File: config.mk
export PLATFORM = sky130hd
export DESIGN_NAME = new_usb_descriptor_fetch_flat
export DESIGN_NICKNAME = d
export VERILOG_FILES = /design/src/rtl/new_usb_descriptor_fetch_pkg.sv /design/src/rtl/new_usb_descriptor_fetch_if.sv /design/src/rtl/new_usb_descriptor_fetch.sv /design/src/flat_wrapper.sv
export SDC_FILE = /design/constraint.sdc
export NUM_CORES = 1
export LEC_CHECK = 0
export CAP_MARGIN = 25
export CORE_MARGIN = 10
export CORE_UTILIZATION = 36
export DETAILED_ROUTE_END_ITERATION = 10
export GPL_TIMING_DRIVEN = 0
export HOLD_SLACK_MARGIN = 0.02
export PLACE_DENSITY = 0.86
export SYNTH_ARGS = -nofsm -noshare
export SYNTH_HDL_FRONTEND = slang
export SYNTH_SLANG_ARGS = --single-unit
File: constraint.sdc
create_clock -name clk_i -period 3.27 [get_ports clk_i]
set_input_delay 0.654 -clock clk_i [delete_from_list [all_inputs] [get_ports clk_i]]
set_output_delay 0.654 -clock clk_i [all_outputs]
set_load 0.02 [all_outputs]
File: src/rtl/new_usb_descriptor_fetch_pkg.sv
// new_usb_descriptor_fetch_pkg
// Shared types and constants for the OHCI descriptor fetch stage.
//   fetch_type_e  : descriptor kind requested by the list service
//   fetch_state_e : fetch FSM state, also exported for observation
//   fetch_beats() : number of R beats needed for one descriptor
package new_usb_descriptor_fetch_pkg;

    typedef enum logic [1:0] {
        FETCH_ED   = 2'd0,
        FETCH_GTD  = 2'd1,
        FETCH_ITD  = 2'd2,
        FETCH_RSVD = 2'd3
    } fetch_type_e;

    typedef enum logic [1:0] {
        IDLE  = 2'd0,
        ADDR  = 2'd1,
        DATA  = 2'd2,
        DRAIN = 2'd3
    } fetch_state_e;

    localparam int EdBytes  = 16;
    localparam int GtdBytes = 16;
    localparam int ItdBytes = 32;

    // Largest burst is an ITD on a 32-bit bus: 8 beats.
    localparam int BeatCntWidth = $clog2(8);

    localparam logic [1:0] AxiBurstIncr = 2'b01;
    localparam logic [1:0] AxiRespOkay  = 2'b00;

    // Beats per descriptor; data_width must be 32, 64 or 128.
    function automatic int fetch_beats(input fetch_type_e kind, input int data_width);
        int bytes;
        case (kind)
            FETCH_ITD: bytes = ItdBytes;
            FETCH_GTD: bytes = GtdBytes;
            default:   bytes = EdBytes;
        endcase
        return bytes / (data_width / 8);
    endfunction

endpackage

File: src/rtl/new_usb_descriptor_fetch_if.sv
// new_usb_descriptor_fetch_if
// Bundles the fetch request, AXI AR/R and unpacker stream signals of the
// descriptor fetch stage.
//   fetch_* : request from the list service (valid/ready)
//   ar_*    : AXI read address channel (valid/ready)
//   r_*     : AXI read data channel (valid/ready)
//   dma_*   : descriptor beats to the unpacker (valid/ready)
//   unrec_error_o : one-cycle error pulse
//   fsm_state     : current FSM state, for observation only
// Handshake rule on every channel: a transfer happens on a rising clock
// edge where valid and ready are both high; once valid is raised the
// payload stays stable and valid stays high until that transfer.
// modport master is the fetch block, modport slave is its environment.
interface new_usb_descriptor_fetch_if
    import new_usb_descriptor_fetch_pkg::*;
#(
    parameter int AddrWidth = 32,
    parameter int DataWidth = 32,
    parameter int IdWidth   = 4
);
    logic                 fetch_valid_i;
    logic                 fetch_ready_o;
    logic [27:0]          fetch_addr_i;
    logic [1:0]           fetch_type_i;
    logic [AddrWidth-1:0] ar_addr_o;
    logic [7:0]           ar_len_o;
    logic [2:0]           ar_size_o;
    logic [1:0]           ar_burst_o;
    logic [IdWidth-1:0]   ar_id_o;
    logic                 ar_valid_o;
    logic                 ar_ready_i;
    logic [DataWidth-1:0] r_data_i;
    logic [1:0]           r_resp_i;
    logic                 r_last_i;
    logic                 r_valid_i;
    logic                 r_ready_o;
    logic [DataWidth-1:0] dma_data_o;
    logic                 dma_valid_o;
    logic                 dma_ready_i;
    logic                 dma_last_o;
    logic [1:0]           dma_type_o;
    logic                 unrec_error_o;
    fetch_state_e         fsm_state;

    modport master (
        input  fetch_valid_i, fetch_addr_i, fetch_type_i,
        output fetch_ready_o,
        output ar_addr_o, ar_len_o, ar_size_o, ar_burst_o, ar_id_o, ar_valid_o,
        input  ar_ready_i,
        input  r_data_i, r_resp_i, r_last_i, r_valid_i,
        output r_ready_o,
        output dma_data_o, dma_valid_o, dma_last_o, dma_type_o,
        input  dma_ready_i,
        output unrec_error_o, fsm_state
    );

    modport slave (
        output fetch_valid_i, fetch_addr_i, fetch_type_i,
        input  fetch_ready_o,
        input  ar_addr_o, ar_len_o, ar_size_o, ar_burst_o, ar_id_o, ar_valid_o,
        output ar_ready_i,
        output r_data_i, r_resp_i, r_last_i, r_valid_i,
        input  r_ready_o,
        input  dma_data_o, dma_valid_o, dma_last_o, dma_type_o,
        output dma_ready_i,
        input  unrec_error_o, fsm_state
    );
endinterface

File: src/rtl/new_usb_descriptor_fetch.sv
// new_usb_descriptor_fetch
// Fetches one OHCI descriptor per request with a single AXI INCR read burst
// and streams the returned beats to the descriptor unpacker.
//   clk_i, rst_i : clock, asynchronous active-high reset
//   bus          : fetch request, AXI AR/R and unpacker stream (master view)
// R beats pass straight through to the unpacker in DATA; error responses
// and RLAST/beat-count disagreements raise unrec_error_o one cycle later.
// AxiDataWidth must be 32, 64 or 128; AxiAddrWidth must be >= 32.
module new_usb_descriptor_fetch
    import new_usb_descriptor_fetch_pkg::*;
#(
    parameter int                    AxiAddrWidth = 32,
    parameter int                    AxiDataWidth = 32,
    parameter int                    AxiIdWidth   = 4,
    parameter logic [AxiIdWidth-1:0] AxiId        = '0
) (
    input logic                       clk_i,
    input logic                       rst_i,
    new_usb_descriptor_fetch_if.master bus
);

    // ARLEN for 16-byte (ED/GTD) and 32-byte (ITD) descriptors.
    localparam logic [7:0] LenShort = 8'(fetch_beats(FETCH_ED, AxiDataWidth) - 1);
    localparam logic [7:0] LenItd   = 8'(fetch_beats(FETCH_ITD, AxiDataWidth) - 1);
    localparam logic [2:0] ArSize   = 3'($clog2(AxiDataWidth / 8));

    fetch_state_e            state_q, state_d;
    logic [31:0]             addr_q, addr_d;
    logic [7:0]              len_q, len_d;
    logic [1:0]              type_q, type_d;
    logic [BeatCntWidth-1:0] beat_q, beat_d;
    logic                    err_q, err_d;

    logic resp_ok;
    logic at_last;
    logic r_ready;
    logic beat_hs;

    assign resp_ok = (bus.r_resp_i == AxiRespOkay);
    assign at_last = (beat_q == len_q[BeatCntWidth-1:0]);

    always_ff @(posedge clk_i or posedge rst_i) begin
        if (rst_i) begin
            state_q <= IDLE;
            addr_q  <= '0;
            len_q   <= '0;
            type_q  <= '0;
            beat_q  <= '0;
            err_q   <= 1'b0;
        end else begin
            state_q <= state_d;
            addr_q  <= addr_d;
            len_q   <= len_d;
            type_q  <= type_d;
            beat_q  <= beat_d;
            err_q   <= err_d;
        end
    end

    always_comb begin
        state_d = state_q;
        addr_d  = addr_q;
        len_d   = len_q;
        type_d  = type_q;
        beat_d  = beat_q;
        err_d   = 1'b0;
        r_ready = 1'b0;

        // An error beat is swallowed here, so it must not wait on the
        // unpacker; DRAIN always sinks beats.
        case (state_q)
            DATA:    r_ready = bus.dma_ready_i | (bus.r_valid_i & ~resp_ok);
            DRAIN:   r_ready = 1'b1;
            default: r_ready = 1'b0;
        endcase
        beat_hs = bus.r_valid_i & r_ready;

        case (state_q)
            IDLE: begin
                if (bus.fetch_valid_i) begin
                    if (fetch_type_e'(bus.fetch_type_i) == FETCH_RSVD) begin
                        err_d = 1'b1;
                    end else begin
                        addr_d = {bus.fetch_addr_i, 4'h0};
                        type_d = bus.fetch_type_i;
                        if (fetch_type_e'(bus.fetch_type_i) == FETCH_ITD) begin
                            addr_d[4] = 1'b0;  // ITDs are 32-byte aligned
                            len_d     = LenItd;
                        end else begin
                            len_d = LenShort;
                        end
                        state_d = ADDR;
                    end
                end
            end
            ADDR: begin
                if (bus.ar_ready_i) begin
                    beat_d  = '0;
                    state_d = DATA;
                end
            end
            DATA: begin
                if (beat_hs) begin
                    if (!resp_ok) begin
                        err_d = 1'b1;
                        if (bus.r_last_i) state_d = IDLE;
                        else              state_d = DRAIN;
                    end else if (bus.r_last_i) begin
                        // Early RLAST is still a clean end of burst, but an error.
                        err_d   = ~at_last;
                        state_d = IDLE;
                    end else if (at_last) begin
                        // Slave sends more beats than asked for: sink the rest.
                        err_d   = 1'b1;
                        state_d = DRAIN;
                    end else begin
                        beat_d = beat_q + 1'b1;
                    end
                end
            end
            DRAIN: begin
                if (beat_hs && bus.r_last_i) state_d = IDLE;
            end
            default: state_d = IDLE;
        endcase
    end

    assign bus.fetch_ready_o = (state_q == IDLE);
    assign bus.ar_addr_o     = AxiAddrWidth'(addr_q);
    assign bus.ar_len_o      = len_q;
    assign bus.ar_size_o     = ArSize;
    assign bus.ar_burst_o    = AxiBurstIncr;
    assign bus.ar_id_o       = AxiId;
    assign bus.ar_valid_o    = (state_q == ADDR);
    assign bus.r_ready_o     = r_ready;
    assign bus.dma_data_o    = bus.r_data_i;
    assign bus.dma_valid_o   = (state_q == DATA) & bus.r_valid_i & resp_ok;
    assign bus.dma_last_o    = (state_q == DATA) & (at_last | (bus.r_valid_i & bus.r_last_i));
    assign bus.dma_type_o    = type_q;
    assign bus.unrec_error_o = err_q;
    assign bus.fsm_state     = state_q;

endmodule

File: src/flat_wrapper.sv
// flat-port wrapper written by rule: the top's interface ports become plain ports
module new_usb_descriptor_fetch_flat import new_usb_descriptor_fetch_pkg::*;
#(
    parameter int                    AxiAddrWidth = 32,
    parameter int                    AxiDataWidth = 32,
    parameter int                    AxiIdWidth   = 4,
    parameter logic [AxiIdWidth-1:0] AxiId        = '0
)
  (clk_i, rst_i, bus_fetch_valid_i, bus_fetch_addr_i, bus_fetch_type_i, bus_fetch_ready_o, bus_ar_addr_o, bus_ar_len_o, bus_ar_size_o, bus_ar_burst_o, bus_ar_id_o, bus_ar_valid_o, bus_ar_ready_i, bus_r_data_i, bus_r_resp_i, bus_r_last_i, bus_r_valid_i, bus_r_ready_o, bus_dma_data_o, bus_dma_valid_o, bus_dma_last_o, bus_dma_type_o, bus_dma_ready_i, bus_unrec_error_o, bus_fsm_state);
  new_usb_descriptor_fetch_if #(.AddrWidth(32), .DataWidth(32), .IdWidth(4)) bus_i ();
  input logic clk_i;
  input logic rst_i;
  input wire logic [$bits(bus_i.fetch_valid_i)-1:0] bus_fetch_valid_i;
  input wire logic [$bits(bus_i.fetch_addr_i)-1:0] bus_fetch_addr_i;
  input wire logic [$bits(bus_i.fetch_type_i)-1:0] bus_fetch_type_i;
  output wire logic [$bits(bus_i.fetch_ready_o)-1:0] bus_fetch_ready_o;
  output wire logic [$bits(bus_i.ar_addr_o)-1:0] bus_ar_addr_o;
  output wire logic [$bits(bus_i.ar_len_o)-1:0] bus_ar_len_o;
  output wire logic [$bits(bus_i.ar_size_o)-1:0] bus_ar_size_o;
  output wire logic [$bits(bus_i.ar_burst_o)-1:0] bus_ar_burst_o;
  output wire logic [$bits(bus_i.ar_id_o)-1:0] bus_ar_id_o;
  output wire logic [$bits(bus_i.ar_valid_o)-1:0] bus_ar_valid_o;
  input wire logic [$bits(bus_i.ar_ready_i)-1:0] bus_ar_ready_i;
  input wire logic [$bits(bus_i.r_data_i)-1:0] bus_r_data_i;
  input wire logic [$bits(bus_i.r_resp_i)-1:0] bus_r_resp_i;
  input wire logic [$bits(bus_i.r_last_i)-1:0] bus_r_last_i;
  input wire logic [$bits(bus_i.r_valid_i)-1:0] bus_r_valid_i;
  output wire logic [$bits(bus_i.r_ready_o)-1:0] bus_r_ready_o;
  output wire logic [$bits(bus_i.dma_data_o)-1:0] bus_dma_data_o;
  output wire logic [$bits(bus_i.dma_valid_o)-1:0] bus_dma_valid_o;
  output wire logic [$bits(bus_i.dma_last_o)-1:0] bus_dma_last_o;
  output wire logic [$bits(bus_i.dma_type_o)-1:0] bus_dma_type_o;
  input wire logic [$bits(bus_i.dma_ready_i)-1:0] bus_dma_ready_i;
  output wire logic [$bits(bus_i.unrec_error_o)-1:0] bus_unrec_error_o;
  output wire logic [$bits(bus_i.fsm_state)-1:0] bus_fsm_state;
  assign bus_i.fetch_valid_i = bus_fetch_valid_i;
  assign bus_i.fetch_addr_i = bus_fetch_addr_i;
  assign bus_i.fetch_type_i = bus_fetch_type_i;
  assign bus_fetch_ready_o = bus_i.fetch_ready_o;
  assign bus_ar_addr_o = bus_i.ar_addr_o;
  assign bus_ar_len_o = bus_i.ar_len_o;
  assign bus_ar_size_o = bus_i.ar_size_o;
  assign bus_ar_burst_o = bus_i.ar_burst_o;
  assign bus_ar_id_o = bus_i.ar_id_o;
  assign bus_ar_valid_o = bus_i.ar_valid_o;
  assign bus_i.ar_ready_i = bus_ar_ready_i;
  assign bus_i.r_data_i = bus_r_data_i;
  assign bus_i.r_resp_i = bus_r_resp_i;
  assign bus_i.r_last_i = bus_r_last_i;
  assign bus_i.r_valid_i = bus_r_valid_i;
  assign bus_r_ready_o = bus_i.r_ready_o;
  assign bus_dma_data_o = bus_i.dma_data_o;
  assign bus_dma_valid_o = bus_i.dma_valid_o;
  assign bus_dma_last_o = bus_i.dma_last_o;
  assign bus_dma_type_o = bus_i.dma_type_o;
  assign bus_i.dma_ready_i = bus_dma_ready_i;
  assign bus_unrec_error_o = bus_i.unrec_error_o;
  assign bus_fsm_state = bus_i.fsm_state;
  new_usb_descriptor_fetch #(.AxiAddrWidth(AxiAddrWidth), .AxiDataWidth(AxiDataWidth), .AxiIdWidth(AxiIdWidth), .AxiId(AxiId)) u_core (.clk_i(clk_i), .rst_i(rst_i), .bus(bus_i));
endmodule
==> impl_results.md, run 1 <==
* Port Buffers at 111
* I/O pin total at 162
* Synth area leaders: dfrtp_1, buf_4, mux2_2, mux2_1, nand2_1
* WP data required at 2620 ps
* GR Overflow Total at 0
* Chip Height at 95.7 um
* Num CTS Buffers at 5
* Tcrit/Tclk final at 0.880
* Yosys cell types at 37
* Worst Max-Slew Pin Slew at 781 ps
* Critical Path AT at 2220 ps
* Synthesis-stage register bit count at 38
* Setup crit start: bus_r_last_i
* CTS tree: yes
* Most frequent cells after synthesis: buf_4, dfrtp_1, mux2_2, nand2_1, mux2_1
* DR vias at 1763
* First-pass GRT wire length at 9390 um
* Critical path endpoint category: primary output
* Slowest cell on crit path: clkdlybuf4s50_1
* Synth async-reset ratio at 1.00
* Hold Vio Cnt, Final at 0
* Nets at 391
* Post-synth EDFFs at 0
* Leak at 1.53 nW
* Layout cell share with drive strength beyond 1 at 0.288
* Die area at 0.00915 sq mm
* CP max stage delay at 660 ps
* Seq/Total Area, Yosys at 0.461
* CORE AREA at 0.00554 sq mm
* Grt peak-use layer: met2
* Slew margin rel. at 0.478
* Routed wire per std cell at 15.9 um
* Crit. path cell count at 4
* Pwr dens at 742 mW/mm^2
* Final WL at 6240 um
* Routed Antenna Nets at 0
* Fin crit period at 2880 ps
* Worst min path class: reg -> reg
* Slack of the critical path at 393 ps
* Row count at 27
* Most used DFF post-synth: dfrtp_1
* Clock Latency Late Sink at 290 ps
* Syn_area_per_cell at 11.1 sq um
* Synthesized cell area at 0.00206 sq mm
* GR Util met1 at 0.117
* Worst setup endpoint: bus_dma_last_o
* M2 GR Usage at 0.227
* RR Endpoint: u_core.bus.ar_addr_o[10]
* Post-Route Setup TNS at 0 ps
* Critical path startpoint category: primary input
* Area fraction of the dominant cell type after synthesis at 0.461
* Yosys warnings at 0
* Status: finished clean
* # DRC at 0
* Endpoints failing setup at 0
* Worst-path clk slew at 80 ps
* RSZ-0062 raised after global routing: no
* Post-cts resize count at 0
* Pin count of the biggest net entering global routing at 39
* Cells after Synth at 185
* P&R area growth vs syn at 65.8%
* Die W at 95.7 um
* R2R setup slack at 1570 ps
* Clk sinks at 38
* Fillcell total at 464
* F_max at 348 MHz
* Worst setup path class: in -> out
* Fin. max-slew vios at 0
* Post-Place Worst Slack at 392 ps
* Skew final at 3.55 ps
* Max-Cap Viols at 0
* Initial antenna violation count at 0
* H-tree depth at 2
* Initial core utilization at 0.372
* Post-CTS setup buffers at 0
* Max Root-Sink Buffers at 2
* Most frequent cell after synthesis: buf_4
* R2r startpoint: u_core.bus.fsm_state[0]
* Crit path max-delay family: buffers and inverters
* Peak VDD IR at 0.000516 V
* M3 GR Usage at 0.0919
* Most common cell on crit path: clkdlybuf4s50_1
* Number of global-route vias before repair at 1875
* Total GRT Usage at 0.128
* Inserted Diodes at 0
* DPL Wire Length at 5230 um
* Routed vias/inst at 4.50
* DRT iter0 DRCs at 38
* Worst Reg-to-Reg Cells at 5
* Largest area contributor in the netlist: dfrtp_1
* Worst path bufs/invs at 2
* 1st-pass router iterations at 4
* Placer Congestion at 0.811
* Clock root buffer: clkbuf_8
* CP Cell Sequence: clkdlybuf4s50_1 -> nand2_1 -> a21boi_0 -> clkdlybuf4s50_1
* Crit Path Max Fanout at 5
* Hold buffer count at cts at 0
## cell type report
cell class / count / area (sq um) / area share
timing repair buffer: 111 / 1110 / 0.325
buffer: 56 / 408 / 0.119
tap: 72 / 90.1 / 0.0264
clock inverter: 2 / 12.5 / 0.00366
multi-input combinational: 103 / 747 / 0.219
sequential: 38 / 951 / 0.278
inverter: 4 / 15.0 / 0.00439
clock buffer: 6 / 82.6 / 0.0242
## report_power, final
group | internal (mW) | switching [mW]
clock network | 0.170 | 0.171
registers | 0.686 | 0.110
logic | 0.717 | 0.683
## logic make-up (layout without fill, tap and decap cells)
| group | count (synthesis) | in the layout | share of synthesized area |
|---|---|---|---|
| DFF | 38 | 38 | 0.461 |
| xor gates and xnor gates | 2 | 2 | 0.00850 |
| other | 2 | 18 | 0.00364 |
| and+or+nand+nor | 34 | 34 | 0.0868 |
| muxes | 29 | 29 | 0.158 |
| AOI/OAI and AO/OA | 19 | 19 | 0.0704 |
| adders and majority gates | 1 | 1 | 0.00607 |
| buffers and inverters | 60 | 179 | 0.205 |
## routing by layer
layer | wire length, um | up-vias | part of all wire
met4 | 46 | 0 | 0.0074
met3 | 1140 | 6 | 0.18
li1 | - | 833 | -
met2 | 3100 | 102 | 0.50
met1 | 1960 | 822 | 0.31
met5 | 0 | - | 0
## how the worst min path moves through the flow
stage,end,startpoint,cells past startpoint,slack (ps)
floorplan,u_core.beat_q[0],u_core.beat_q[0],1,500
global placement,u_core.bus.ar_addr_o[4],u_core.bus.ar_addr_o[4],2,450
global route,u_core.bus.ar_addr_o[8],u_core.bus.ar_addr_o[8],1,510
CTS,u_core.bus.dma_type_o[1],u_core.bus.dma_type_o[1],2,490
finish,u_core.bus.dma_type_o[1],u_core.bus.dma_type_o[1],2,480
detailed placement,u_core.bus.dma_type_o[1],u_core.bus.dma_type_o[1],2,470
## worst reg2reg max path: cells and delay by family (launching register included)
family / cells / cell delay (ps)
mux: 1 / 340
buf+inv: 2 / 450
simple gates: 2 / 420
flops: 1 / 370
## state kept, by name (all words and copies together) (netlist names)
name                      flops
u_core.beat_q                 3
u_core.bus.ar_addr_o         28
u_core.bus.ar_len_o           2
u_core.bus.dma_type_o         2
u_core.bus.fsm_state          2
u_core.bus.unrec_error_o      1
## cells in the final DEF (no fill, tap or decap), types with 3 or more instances in the layout
master           count
conb_1              18
dfrtp_1             38
buf_2                5
clkbuf_8             6
clkdlybuf4s50_1    111
buf_4               51
mux2_2              22
inv_1                3
nand2_1             14
o21ai_0              3
nor3_1               5
mux2_1               6
## stage by stage
stage	area, sq um	hold slack [ps]	power [mW]	std cells	util
5_1_grt	3420	511	2.70	392	0.617
4_1_cts	3420	487	2.58	392	0.617
3_3_place_gp	3320	452	2.19	384	0.600
6_report	3420	481	2.54	392	0.617
3_5_place_dp	3320	469	2.22	384	0.600
2_1_floorplan	2120	500	1.54	201	-
(Power assumes the default switching activity.)
==> run 2: changes to the inputs <==
--- a/config.mk
+++ b/config.mk
@@ -6,12 +6,13 @@
 export NUM_CORES = 1
 export LEC_CHECK = 0
 export CAP_MARGIN = 25
-export CORE_MARGIN = 10
-export CORE_UTILIZATION = 36
+export CORE_MARGIN = 2
+export CORE_UTILIZATION = 37
+export CTS_BUF_LIST = sky130_fd_sc_hd__clkbuf_2
 export DETAILED_ROUTE_END_ITERATION = 10
 export GPL_TIMING_DRIVEN = 0
 export HOLD_SLACK_MARGIN = 0.02
-export PLACE_DENSITY = 0.86
+export PLACE_DENSITY = 0.88
 export SYNTH_ARGS = -nofsm -noshare
 export SYNTH_HDL_FRONTEND = slang
 export SYNTH_SLANG_ARGS = --single-unit
==> impl_results.md, run 2 (synthesis results as in run 1) <==
* Inserted Diodes at 0
* Port Buffers at 111
* Post-cts resize count at 0
* Critical path endpoint category: primary output
* DP Area at 0.00332 sq mm
* Hold Vio Cnt, Final at 0
* Most common cell after layout, fill and taps aside: clkdlybuf4s50_1
* GR Overflow Total at 0
* Die W at 78.6 um
* End of the worst hold path: u_core.bus.ar_addr_o[4]
* F_max at 353 MHz
* Pwr dens at 709 mW/mm^2
* CTS tree: yes
* Die area at 0.00618 sq mm
* Row count at 27
* RR Endpoint: u_core.bus.ar_addr_o[30]
* M3 GR Usage at 0.0621
* Critical Path AT at 2180 ps
* Post-Route Setup TNS at 0 ps
* 1st-pass router iterations at 4
* CORE AREA at 0.00544 sq mm
* Routed vias/inst at 4.41
* Crit Path Max Fanout at 5
* Clock root buffer: clkbuf_2
* Worst setup path class: reg -> out
* DRT iter0 DRCs at 92
* Fin crit period at 2830 ps
* Endpoints failing setup at 0
* Status: finished clean
* H-tree depth at 2
* DPL Wire Length at 4090 um
* Fillcell total at 464
* WHS Path Cells at 2
* Hold buffer count at cts at 0
* Post-Place Worst Slack at 459 ps
* Skew final at 11.5 ps
* GR Util met1 at 0.178
* Critical path startpoint category: flip-flop
* R2R setup slack at 1570 ps
* M2 GR Usage at 0.296
* Nets at 391
* Placer Congestion at 0.884
* Peak VDD IR at 0.000451 V
* Setup crit start: u_core.beat_q[0]
* Tcrit/Tclk final at 0.865
* Clk sinks at 38
* Routed Antenna Nets at 0
* Pin count of the biggest net entering global routing at 39
* Total GRT Usage at 0.164
* Max-Cap Viols at 0
* Num CTS Buffers at 5
* Final Power at 2.38 mW
* Worst min path class: reg -> reg
* Final instance area at 0.00336 sq mm
* Max reg flops at 28
* Initial antenna violation count at 0
* DR vias at 1723
* WP data required at 2620 ps
* Number of global-route vias before repair at 1781
* I/O pin total at 162
* HP Start: u_core.bus.ar_addr_o[4]
* R2r startpoint: u_core.bus.fsm_state[0]
* Commonest cells after routing, fill and taps aside: clkdlybuf4s50_1, buf_4, dfrtp_1
* Max Root-Sink Buffers at 2
* Initial core utilization at 0.379
* Post-CTS setup buffers at 0
* Grt peak-use layer: met2
* Routed wire per std cell at 12.9 um
* Chip Height at 78.6 um
* Final WL at 5030 um
* Slew margin rel. at 0.485
* Worst Max-Slew Pin Slew at 771 ps
* RSZ-0062 raised after global routing: no
* # DRC at 0
* Clock Latency Late Sink at 370 ps
* First-pass GRT wire length at 8070 um
* Worst-path clk slew at 190 ps
* Fin. max-slew vios at 0
* Leak at 1.51 nW
* Worst Reg-to-Reg Cells at 5
* Slack of the critical path at 440 ps
* Layout cell share with drive strength beyond 1 at 0.285
* P&R area growth vs syn at 62.9%
-- run 2: cell count changes in the layout (fill, tap and decap cells not counted) --
cell / previous run / this run
clkbuf_8: 6 / 0
clkbuf_2: 0 / 5
clkinvlp_4: 1 / 0
clkinv_2: 1 / 2
-- run 2: final cells by class --
class	count	area, sq um	area share
Buffer	56	408	0.122
Sequential cell	38	951	0.283
Multi-Input combinational cell	103	747	0.223
Tap cell	72	90.1	0.0268
Inverter	4	15.0	0.00447
Clock buffer	5	25.0	0.00745
Clock inverter	2	10.0	0.00298
Timing Repair Buffer	111	1110	0.331
-- run 2: worst max-delay path, stage by stage (launching register included) --
cell	delay, ps
dfrtp_1	460
nor3_1	310
o21ai_0	190
a21boi_0	200
clkdlybuf4s50_1	650
-- run 2: how the worst max path moves through the flow --
stage                      to
2_1_floorplan  bus_dma_last_o
3_3_place_gp   bus_dma_last_o
3_5_place_dp   bus_dma_last_o
4_1_cts        bus_dma_last_o
5_1_grt        bus_dma_last_o
6_report       bus_dma_last_o
-- run 2: per-stage QoR --
stage               hold slack [ps]   util  cells
CTS                             507  0.617    391
floorplan                       500      -    201
global route                    542  0.617    391
detailed placement              467  0.611    384
finish                          501  0.617    391
global placement                457  0.611    384
-- run 2: per-layer routing --
layer / routed length (um) / vias to the layer above
met4: 48 / 0
met2: 2670 / 88
met3: 472 / 9
met1: 1840 / 802
li1: - / 824
met5: 0 / -
-- run 2: power breakdown --
part           switching, mW  total, mW  internal, mW
clock network          0.152      0.198        0.0465
registers              0.112      0.795         0.683
logic                  0.671       1.39         0.717
total                  0.934       2.38          1.45
==> run 3: changes to the inputs <==
--- a/config.mk
+++ b/config.mk
@@ -6,13 +6,15 @@
 export NUM_CORES = 1
 export LEC_CHECK = 0
 export CAP_MARGIN = 25
+export CELL_PAD_IN_SITES_DETAIL_PLACEMENT = 0
+export CELL_PAD_IN_SITES_GLOBAL_PLACEMENT = 2
 export CORE_MARGIN = 2
-export CORE_UTILIZATION = 37
+export CORE_UTILIZATION = 20
 export CTS_BUF_LIST = sky130_fd_sc_hd__clkbuf_2
 export DETAILED_ROUTE_END_ITERATION = 10
 export GPL_TIMING_DRIVEN = 0
 export HOLD_SLACK_MARGIN = 0.02
-export PLACE_DENSITY = 0.88
+export PLACE_DENSITY_LB_ADDON = 0.1
 export SYNTH_ARGS = -nofsm -noshare
 export SYNTH_HDL_FRONTEND = slang
 export SYNTH_SLANG_ARGS = --single-unit
==> impl_results.md, run 3 (synthesis results as in run 1) <==
* Initial core utilization at 0.202
* I/O pin total at 162
* DP Area at 0.00340 sq mm
* Status: finished clean
* Slew margin rel. at 0.437
* Total GRT Usage at 0.0981
* Clk sinks at 38
* DPL Wire Length at 4440 um
* Worst Max-Slew Pin Slew at 844 ps
* Die W at 106 um
* # DRC at 0
* Nets at 391
* GR Util met1 at 0.127
* RR Endpoint: u_core.bus.ar_addr_o[10]
* CTS tree: yes
* Clock Latency Late Sink at 380 ps
* Critical path startpoint category: primary input
* Fin crit period at 2870 ps
* Most common cell on crit path: clkdlybuf4s50_1
* Port Buffers at 111
* F_max at 348 MHz
* R2R setup slack at 1510 ps
* Worst Reg-to-Reg Cells at 5
* WP data required at 2620 ps
* Post-CTS setup buffers at 0
* Crit Path Max Fanout at 5
* Peak VDD IR at 0.000377 V
* Worst path bufs/invs at 2
* P&R area growth vs syn at 66.8%
* M2 GR Usage at 0.148
* Leak at 1.51 nW
* Number of global-route vias before repair at 1776
* Grt peak-use layer: met2
* Post-Place Worst Slack at 392 ps
* Row count at 37
* Final WL at 5610 um
* WHS Path Cells at 2
* RSZ-0062 raised after global routing: no
* Most common cell after layout, fill and taps aside: clkdlybuf4s50_1
* Tcrit/Tclk final at 0.879
* Fin. max-slew vios at 0
* Slack of the critical path at 397 ps
* Clock root buffer: clkbuf_2
* Pwr dens at 698 mW/mm^2
* Post-Route Setup TNS at 0 ps
* Commonest cells after routing, fill and taps aside: clkdlybuf4s50_1, buf_4, dfrtp_1
* DRT iter0 DRCs at 23
* Worst-path clk slew at 200 ps
* DR vias at 1734
* CP Cell Sequence: clkdlybuf4s50_1 -> nand2_1 -> a21boi_0 -> clkdlybuf4s50_1
* Max-Cap Viols at 0
* Initial antenna violation count at 0
* Num CTS Buffers at 5
* HP Start: u_core.bus.ar_addr_o[4]
* First-pass GRT wire length at 8850 um
* Inserted Diodes at 0
* Post-cts resize count at 0
* Routed wire per std cell at 12.3 um
* Worst setup path class: in -> out
* Hold Vio Cnt, Final at 0
* Hold buffer count at cts at 0
* H-tree depth at 2
* Critical path endpoint category: primary output
* Routed Antenna Nets at 0
* Slowest cell on crit path: clkdlybuf4s50_1
* 1st-pass router iterations at 4
* CP max stage delay at 640 ps
* Placer Congestion at 0.736
* M3 GR Usage at 0.0507
* R2r startpoint: u_core.bus.fsm_state[0]
* Layout cell share with drive strength beyond 1 at 0.285
* Worst min path class: reg -> reg
* GR Overflow Total at 0
* Final instance area at 0.00344 sq mm
* Routed vias/inst at 3.81
* Crit path max-delay family: buffers and inverters
* Skew final at 11.6 ps
* End of the worst hold path: u_core.bus.ar_addr_o[4]
* Critical Path AT at 2220 ps
* Max Root-Sink Buffers at 2
* Max reg flops at 28
* CORE AREA at 0.0102 sq mm
* Pin count of the biggest net entering global routing at 39
* Chip Height at 106 um
* Endpoints failing setup at 0
* Die area at 0.0111 sq mm
run 3: worst register-to-register path: cells and delay by family, from the launching register on:
family | cells | cell delay, ps
buf+inv | 2 | 470
simple gates | 2 | 450
flops | 1 | 410
mux | 1 | 340
run 3: worst max-delay path by stage:
stage / from / end / cells past startpoint
3_3_place_gp: bus_r_last_i / bus_dma_last_o / 4
4_1_cts: u_core.beat_q[0] / bus_dma_last_o / 4
6_report: bus_r_last_i / bus_dma_last_o / 4
2_1_floorplan: u_core.bus.fsm_state[1] / bus_dma_last_o / 3
5_1_grt: u_core.beat_q[0] / bus_dma_last_o / 4
3_5_place_dp: bus_r_last_i / bus_dma_last_o / 4
run 3: cell type report:
type | instances | area, sq um
fillers | 1040 | 6750
repair buffers | 111 | 1110
flip-flops and latches | 38 | 951
multi-input cells | 103 | 747
plain buffers | 56 | 408
well taps | 136 | 170
clock buffers | 5 | 25.0
inverters | 4 | 15.0
clock inverters | 2 | 10.0
run 3: per-stage QoR:
stage,instances,util,total power [mW],hold WS [ps]
after floorplan,201,-,1.54,500
after global placement,448,0.334,2.22,458
after detailed placement,448,0.334,2.22,467
after CTS,455,0.337,2.45,522
after global routing,455,0.337,2.57,540
final,455,0.337,2.40,509
run 3: report_power, final:
group	internal [mW]	switching (mW)
Clock	0.0465	0.160
Sequential	0.683	0.113
Combinational	0.716	0.680
run 3: metal layers:
| metal | vias to the layer above | part of all wire | wire length, um |
|---|---|---|---|
| met4 | 0 | 0.0052 | 29 |
| met3 | 5 | 0.13 | 737 |
| met5 | - | 0 | 0 |
| li1 | 832 | - | - |
| met2 | 101 | 0.44 | 2460 |
| met1 | 796 | 0.43 | 2390 |
